===== src/rtl/br_amba.sv =====
// Shared AMBA field widths used by the AXI endpoints.
package br_amba;
  localparam int AxiBurstLenWidth = 8;
  localparam int AxiRespWidth     = 2;
endpackage


===== src/rtl/br_amba_axi_mem_target.sv =====
// AXI4 subordinate backed by a flop-array memory: one outstanding write and one
// outstanding read, INCR full-width bursts, DECERR outside the backed span.
module br_amba_axi_mem_target #(
  parameter int AddrWidth = 12,
  parameter int DataWidth = 32,
  parameter int IdWidth   = 1,
  parameter int Depth     = 16
) (
  input  logic                                  clk,
  input  logic                                  rst,
  input  logic [AddrWidth-1:0]                  target_awaddr,
  input  logic [IdWidth-1:0]                    target_awid,
  input  logic [br_amba::AxiBurstLenWidth-1:0]  target_awlen,
  input  logic                                  target_awvalid,
  output logic                                  target_awready,
  input  logic [DataWidth-1:0]                  target_wdata,
  input  logic [DataWidth/8-1:0]                target_wstrb,
  input  logic                                  target_wlast,
  input  logic                                  target_wvalid,
  output logic                                  target_wready,
  output logic [IdWidth-1:0]                    target_bid,
  output logic [br_amba::AxiRespWidth-1:0]      target_bresp,
  output logic                                  target_bvalid,
  input  logic                                  target_bready,
  input  logic [AddrWidth-1:0]                  target_araddr,
  input  logic [IdWidth-1:0]                    target_arid,
  input  logic [br_amba::AxiBurstLenWidth-1:0]  target_arlen,
  input  logic                                  target_arvalid,
  output logic                                  target_arready,
  output logic [IdWidth-1:0]                    target_rid,
  output logic [DataWidth-1:0]                  target_rdata,
  output logic [br_amba::AxiRespWidth-1:0]      target_rresp,
  output logic                                  target_rlast,
  output logic                                  target_rvalid,
  input  logic                                  target_rready
);
  localparam int StrobeWidth = DataWidth / 8;
  localparam int OffsetBits  = $clog2(StrobeWidth);
  localparam int IndexBits   = $clog2(Depth);
  localparam int LenWidth    = br_amba::AxiBurstLenWidth;
  localparam int RespWidth   = br_amba::AxiRespWidth;
  // Span-1 truncated to AddrWidth becomes all-ones when the span covers the
  // whole address space, which leaves no address out of range.
  localparam logic [AddrWidth-1:0] SpanMask = AddrWidth'(Depth * StrobeWidth - 1);
  localparam logic [AddrWidth-1:0] BeatStep = AddrWidth'(StrobeWidth);
  localparam logic [RespWidth-1:0] RespOkay   = RespWidth'(0);
  localparam logic [RespWidth-1:0] RespSlverr = RespWidth'(2);
  localparam logic [RespWidth-1:0] RespDecerr = RespWidth'(3);

  typedef enum logic [1:0] {WrIdle = 2'd0, WrData = 2'd1, WrResp = 2'd2} wr_state_e;
  typedef enum logic {RdIdle = 1'b0, RdData = 1'b1} rd_state_e;

  function automatic logic in_range(input logic [AddrWidth-1:0] a);
    return (a & ~SpanMask) == '0;
  endfunction

  function automatic logic [IndexBits-1:0] word_index(input logic [AddrWidth-1:0] a);
    return a[OffsetBits +: IndexBits];
  endfunction

  wr_state_e               wr_state_q, wr_state_d;
  logic [IdWidth-1:0]      wr_id_q, wr_id_d;
  logic [AddrWidth-1:0]    wr_addr_q, wr_addr_d;
  logic [LenWidth-1:0]     wr_len_q, wr_len_d, wr_cnt_q, wr_cnt_d;
  logic [RespWidth-1:0]    wr_resp_q, wr_resp_d, wr_beat_resp;
  logic [DataWidth-1:0]    mem_q [Depth];
  logic [DataWidth-1:0]    mem_d [Depth];
  rd_state_e               rd_state_q, rd_state_d;
  logic [IdWidth-1:0]      rd_id_q, rd_id_d;
  logic [AddrWidth-1:0]    rd_addr_q, rd_addr_d, rd_beat_addr;
  logic [LenWidth-1:0]     rd_len_q, rd_len_d, rd_cnt_q, rd_cnt_d;
  logic [DataWidth-1:0]    rdata_q, rdata_d, rd_beat_data;
  logic [RespWidth-1:0]    rresp_q, rresp_d, rd_beat_resp;
  logic                    rlast_q, rlast_d;
  logic                    aw_hs, w_hs, ar_hs, wr_last_beat;

  assign target_awready = (wr_state_q == WrIdle) && !rst;
  assign target_wready  = (wr_state_q == WrData) && !rst;
  assign target_bvalid  = (wr_state_q == WrResp) && !rst;
  assign target_bid     = wr_id_q;
  assign target_bresp   = wr_resp_q;
  assign target_arready = (rd_state_q == RdIdle) && !rst;
  assign target_rvalid  = (rd_state_q == RdData) && !rst;
  assign target_rid     = rd_id_q;
  assign target_rdata   = rdata_q;
  assign target_rresp   = rresp_q;
  assign target_rlast   = rlast_q;

  assign aw_hs        = target_awvalid && target_awready;
  assign w_hs         = target_wvalid && target_wready;
  assign ar_hs        = target_arvalid && target_arready;
  assign wr_last_beat = (wr_cnt_q == wr_len_q);

  always_comb begin
    wr_state_d   = wr_state_q;
    wr_id_d      = wr_id_q;
    wr_addr_d    = wr_addr_q;
    wr_len_d     = wr_len_q;
    wr_cnt_d     = wr_cnt_q;
    wr_resp_d    = wr_resp_q;
    wr_beat_resp = RespOkay;
    mem_d        = mem_q;
    unique case (wr_state_q)
      WrIdle: begin
        if (aw_hs) begin
          wr_id_d    = target_awid;
          wr_addr_d  = target_awaddr;
          wr_len_d   = target_awlen;
          wr_cnt_d   = '0;
          wr_resp_d  = RespOkay;
          wr_state_d = WrData;
        end
      end
      WrData: begin
        if (w_hs) begin
          if (in_range(wr_addr_q)) begin
            for (int unsigned b = 0; b < StrobeWidth; b++) begin
              if (target_wstrb[b]) mem_d[word_index(wr_addr_q)][8*b +: 8] = target_wdata[8*b +: 8];
            end
          end
          // Response codes are ordered by severity, so keeping the maximum lets DECERR win.
          if (!in_range(wr_addr_q)) wr_beat_resp = RespDecerr;
          else if (target_wlast != wr_last_beat) wr_beat_resp = RespSlverr;
          if (wr_beat_resp > wr_resp_q) wr_resp_d = wr_beat_resp;
          wr_addr_d = wr_addr_q + BeatStep;
          wr_cnt_d  = wr_cnt_q + LenWidth'(1);
          if (wr_last_beat) wr_state_d = WrResp;
        end
      end
      WrResp: begin
        if (target_bready) wr_state_d = WrIdle;
      end
      default: wr_state_d = WrIdle;
    endcase
  end

  // Beat data is fetched from the pre-edge memory, so a same-cycle write is not seen.
  always_comb begin
    rd_beat_addr = (rd_state_q == RdIdle) ? target_araddr : rd_addr_q;
    rd_beat_data = in_range(rd_beat_addr) ? mem_q[word_index(rd_beat_addr)] : '0;
    rd_beat_resp = in_range(rd_beat_addr) ? RespOkay : RespDecerr;
    rd_state_d   = rd_state_q;
    rd_id_d      = rd_id_q;
    rd_addr_d    = rd_addr_q;
    rd_len_d     = rd_len_q;
    rd_cnt_d     = rd_cnt_q;
    rdata_d      = rdata_q;
    rresp_d      = rresp_q;
    rlast_d      = rlast_q;
    unique case (rd_state_q)
      RdIdle: begin
        if (ar_hs) begin
          rd_id_d    = target_arid;
          rd_len_d   = target_arlen;
          rd_addr_d  = target_araddr + BeatStep;
          rd_cnt_d   = LenWidth'(1);
          rdata_d    = rd_beat_data;
          rresp_d    = rd_beat_resp;
          rlast_d    = (target_arlen == '0);
          rd_state_d = RdData;
        end
      end
      RdData: begin
        if (target_rready) begin
          if (rlast_q) begin
            rd_state_d = RdIdle;
          end else begin
            rd_addr_d = rd_addr_q + BeatStep;
            rd_cnt_d  = rd_cnt_q + LenWidth'(1);
            rdata_d   = rd_beat_data;
            rresp_d   = rd_beat_resp;
            rlast_d   = (rd_cnt_q == rd_len_q);
          end
        end
      end
      default: rd_state_d = RdIdle;
    endcase
  end

  always_ff @(posedge clk) begin
    if (rst) begin
      wr_state_q <= WrIdle;
      wr_id_q    <= '0;
      wr_addr_q  <= '0;
      wr_len_q   <= '0;
      wr_cnt_q   <= '0;
      wr_resp_q  <= '0;
      mem_q      <= '{default: '0};
      rd_state_q <= RdIdle;
      rd_id_q    <= '0;
      rd_addr_q  <= '0;
      rd_len_q   <= '0;
      rd_cnt_q   <= '0;
      rdata_q    <= '0;
      rresp_q    <= '0;
      rlast_q    <= 1'b0;
    end else begin
      wr_state_q <= wr_state_d;
      wr_id_q    <= wr_id_d;
      wr_addr_q  <= wr_addr_d;
      wr_len_q   <= wr_len_d;
      wr_cnt_q   <= wr_cnt_d;
      wr_resp_q  <= wr_resp_d;
      mem_q      <= mem_d;
      rd_state_q <= rd_state_d;
      rd_id_q    <= rd_id_d;
      rd_addr_q  <= rd_addr_d;
      rd_len_q   <= rd_len_d;
      rd_cnt_q   <= rd_cnt_d;
      rdata_q    <= rdata_d;
      rresp_q    <= rresp_d;
      rlast_q    <= rlast_d;
    end
  end
endmodule


===== config.mk =====
export PLATFORM = sky130hd
export DESIGN_NAME = br_amba_axi_mem_target
export DESIGN_NICKNAME = d
export VERILOG_FILES = /design/src/rtl/br_amba.sv /design/src/rtl/br_amba_axi_mem_target.sv
export SDC_FILE = /design/constraint.sdc
export NUM_CORES = 2
export LEC_CHECK = 0
export ABC_AREA = 1
export BUFFER_PORTS_ARGS = -buffer_cell sky130_fd_sc_hd__buf_4
export CORE_MARGIN = 8
export CORE_UTILIZATION = 60
export DETAILED_ROUTE_END_ITERATION = 10
export GPL_ROUTABILITY_DRIVEN = 0
export PLACE_DENSITY = 0.78
export SKIP_LAST_GASP = 1
export SLEW_MARGIN = 15
export SYNTH_ARGS = -nofsm -noshare
export SYNTH_HDL_FRONTEND = slang
export SYNTH_SLANG_ARGS = --single-unit

===== constraint.sdc =====
create_clock -name clk -period 5.6 [get_ports clk]
set_input_delay 0.28 -clock clk [delete_from_list [all_inputs] [get_ports clk]]
set_output_delay 0.28 -clock clk [all_outputs]
set_load 0.02 [all_outputs]

==> out/metrics.cfg <==
[worst_setup_path]
r2r_end = mem_q[1]$_SDFFE_PP0P_
worstSetupEndpoint = mem_q[1]$_SDFFE_PP0P_
rrSetupSlack_ns = 2.30
worst_path_dominant_cell_family = simple AND/OR/NAND/NOR gates
crit_start = wr_state_q[0]$_SDFFE_PP0P_
worstPathArrival_ns = 3.77
crit_buf_inv = 2
r2r_cells = 8
required_ns = 6.07
worstSetupEndpointType = flip-flop
max_stage_delay_ns = 0.79
crit_slowest_cell = nand3_1
r2r_start = wr_state_q[0]$_SDFFE_PP0P_
crit_type = reg -> reg
crit_cells = 8
critPathMaxFanout = 48
critPathLaunchType = flip-flop
crit_chain = inv_4 -> nor2_8 -> nand3_4 -> nor2_4 -> buf_4 -> nand3_1 -> o21ai_0 -> a21oi_1

[floorplanning]
row_count = 78
die-area_um2 = 52620
start_util_pct = 60.47
die_w_um = 229.4
fp.dieH_um = 229.4
core_um2 = 45190
ios = 130

[route]
first_pass_iters = 6
drcViolationCount = 0
drt-vias-per-instance = 5.677
ant_nets = 0
wirelength_um = 75790
num_vias = 24714
avgRoutedWirePerCell_um = 17.41
drtIter0Drc = 2664

[global_route]
grt_overflow_total = 0
antenna_found_initial = 7
grt_max_degree = 323
grt_pass1_vias = 21702
grtUsageTotal_pct = 27.21
grt_pass1_wl_um = 118200

[power]
switching_share_pct = 26.52
p_int_mw = 7.105
p_leak_nw = 10.98
clockPowerShare_pct = 42.4
combinationalPowerShare_pct = 12.4
power.share.sequential_pct = 45.2
peakVddDrop_mv = 0.3603
p_switching_mw = 2.564
total_power_mw = 9.668
pwr_density_cell_nw_per_um2 = 320.0

[flow_run]
cap_viol_max_count = 0

[timing]
worst_slew_pin_slew_ns = 1.321
hold_viol_final = 0
fmax_mhz = 303.2
post-route-period-util_pct = 58.89
slew_violations = 0
finalSetupViolCount = 0
skew_ns = 0.01311
relSlewSlack_pct = 11.95
min_period_ns = 3.298
rsz0062_at_grt = no
setup_tns_ns = 0
holdWs_ns = 0.04130

[synthesis]
yosys-top-cells-area = dfxtp_1 44%, a21oi_1 11%, o21ai_0 10%
synth_area_leader_cell = dfxtp_1
yosysUniqueCellTypes = 41
synthFlopType = dfxtp_1
yosysMostFrequentCell = dfxtp_1
synth_seq_cells = 605
synth_edf_count = 0
syn_area_um2 = 27320
async_reset_ff_share_pct = 0
synth_warnings = 0
synth.avg_cell_area_um2 = 7.300
synth_top_area_share_pct = 44.33
syn-num-nets = 3838
ys_seq_area_share_pct = 44.33
netlist_instances = 3743
ys_top_cells_by_count = 605 x dfxtp_1, 599 x a21oi_1, 555 x o21ai_0

[finish]
area_growth_pct = 10.56
drive_above_1_share_pct = 7.982
multi_input_area_um2 = 12030
ff_latch_area_um2 = 12110
layout.cells.non_filler = 4353
final_nets = 3796
stdcell_area_um2 = 30210
n_fill_cell = 3892

[clock_tree]
cts_resized = 0
cts_inserted_buffers = 60
cts_setup_buffers = 0
root_buffer = clkbuf_16
holdBufCountCts = 33
clkSinkCount = 605
clock_path_buffers = 3
cts_tree = built
clk_latency_ns = 0.62
cts.clk_slew.worst_paths_ns = 0.06
htreeDepth = 2

[run_status]
status = complete, no violations

[min_path]
hold_class = in -> reg

[placement]
io_buffers = 125
place_hpwl_um = 44460
place_area_um2 = 27850
dpl.cell_count = 4206

sequential cells by signal, summed over array words and instances (netlist names), 2 cells and up:
name,flops
mem_q,512
target_bresp,2
wr_state_q,2
rd_addr_q,10
rd_len_q,8
target_rdata,32
wr_len_q,8
wr_cnt_q,8
wr_addr_q,10
rd_cnt_q,8
stage by stage:
stage	util, %	setup slack [ns]
2_1_floorplan	-	3.654
4_1_cts	66.82	2.376
3_5_place_dp	61.63	2.353
6_report	66.86	2.302
3_3_place_gp	61.63	2.360
5_1_grt	66.85	2.154
cell usage in the layout, fill, tap and decap left out, drive strengths merged:
master,instances
xnor2,6
o22ai,2
or2,7
a21o,1
dfxtp,605
nand3b,5
nand2,525
ha,9
a21oi,599
nor2,123
diode,7
nand3,349
nor3b,1
a211oi,2
o21ai,594
nand4,10
clkbuf,92
nor4,3
buf,145
a32o,5
xor2,5
o21bai,1
o211ai,111
dlygate4sd3,33
a31oi,3
inv,477
bufinv,4
clkinv,11
nor3,13
a22o,5
layout make-up:
cell class	count	area share (%)
repair buffers	178	4.904
flip-flops and latches	605	40.09
diodes	7	0.05799
inverters	477	5.960
clock inverters	15	0.6296
clock buffers	92	6.039
multi-input cells	2379	39.83
well taps	600	2.485
tightest hold or removal path: cells and delay by family:
family	cells	cell delay, ns
AO/OA/AOI/OAI	1	0.07
buffers and inverters	1	0.15
AND/OR/NAND/NOR	1	0.11
metal layers:
layer / track usage, % / up-vias / share of wire (%)
li1: - / 12402 / -
met1: 36.69 / 11236 / 43
met2: 43.45 / 931 / 46
met3: 4.091 / 145 / 7.5
met4: 10.78 / 0 / 3.1
met5: 0 / - / 0
power groups by stage:
| stage | logic [mW] | registers, mW | clock network, mW |
|---|---|---|---|
| after floorplan | 0.799 | 4.46 | 0 |
| after global placement | 1.14 | 4.46 | 0 |
| after detailed placement | 1.15 | 4.46 | 0 |
| after CTS | 1.17 | 4.37 | 4.14 |
| after global routing | 1.30 | 4.37 | 4.31 |
| final | 1.20 | 4.37 | 4.10 |
worst min path at each step:
| stage | slack, ns | endpoint | start | cells after the start |
|---|---|---|---|---|
| floorplan | 0.39 | rd_len_q[0]$_SDFFE_PP0P_ | target_arlen[0] | 2 |
| finish | 0.04 | wr_state_q[0]$_SDFFE_PP0P_ | target_awvalid | 3 |
| global route | 0.05 | wr_len_q[0]$_SDFFE_PP0P_ | target_awvalid | 3 |
| global placement | 0.43 | mem_q[53]$_SDFFE_PP0P_ | mem_q[53]$_SDFFE_PP0P_ | 2 |
| CTS | 0.01 | wr_state_q[0]$_SDFFE_PP0P_ | target_awvalid | 3 |
| detailed placement | 0.43 | mem_q[43]$_SDFFE_PP0P_ | mem_q[43]$_SDFFE_PP0P_ | 2 |
cell families (layout without fill, tap and decap cells):
family          Yosys count  count (layout)  synth area share [%]
compound gates         1323            1323                 25.52
buf+inv                 759             762                 11.76
flops                   605             605                 44.33
fa+ha+maj                 9               9                0.4121
other cells               0               7                     0
xor+xnor                 11              11                0.3526
simple gates           1036            1036                 17.62
(Power assumes the default switching activity.)
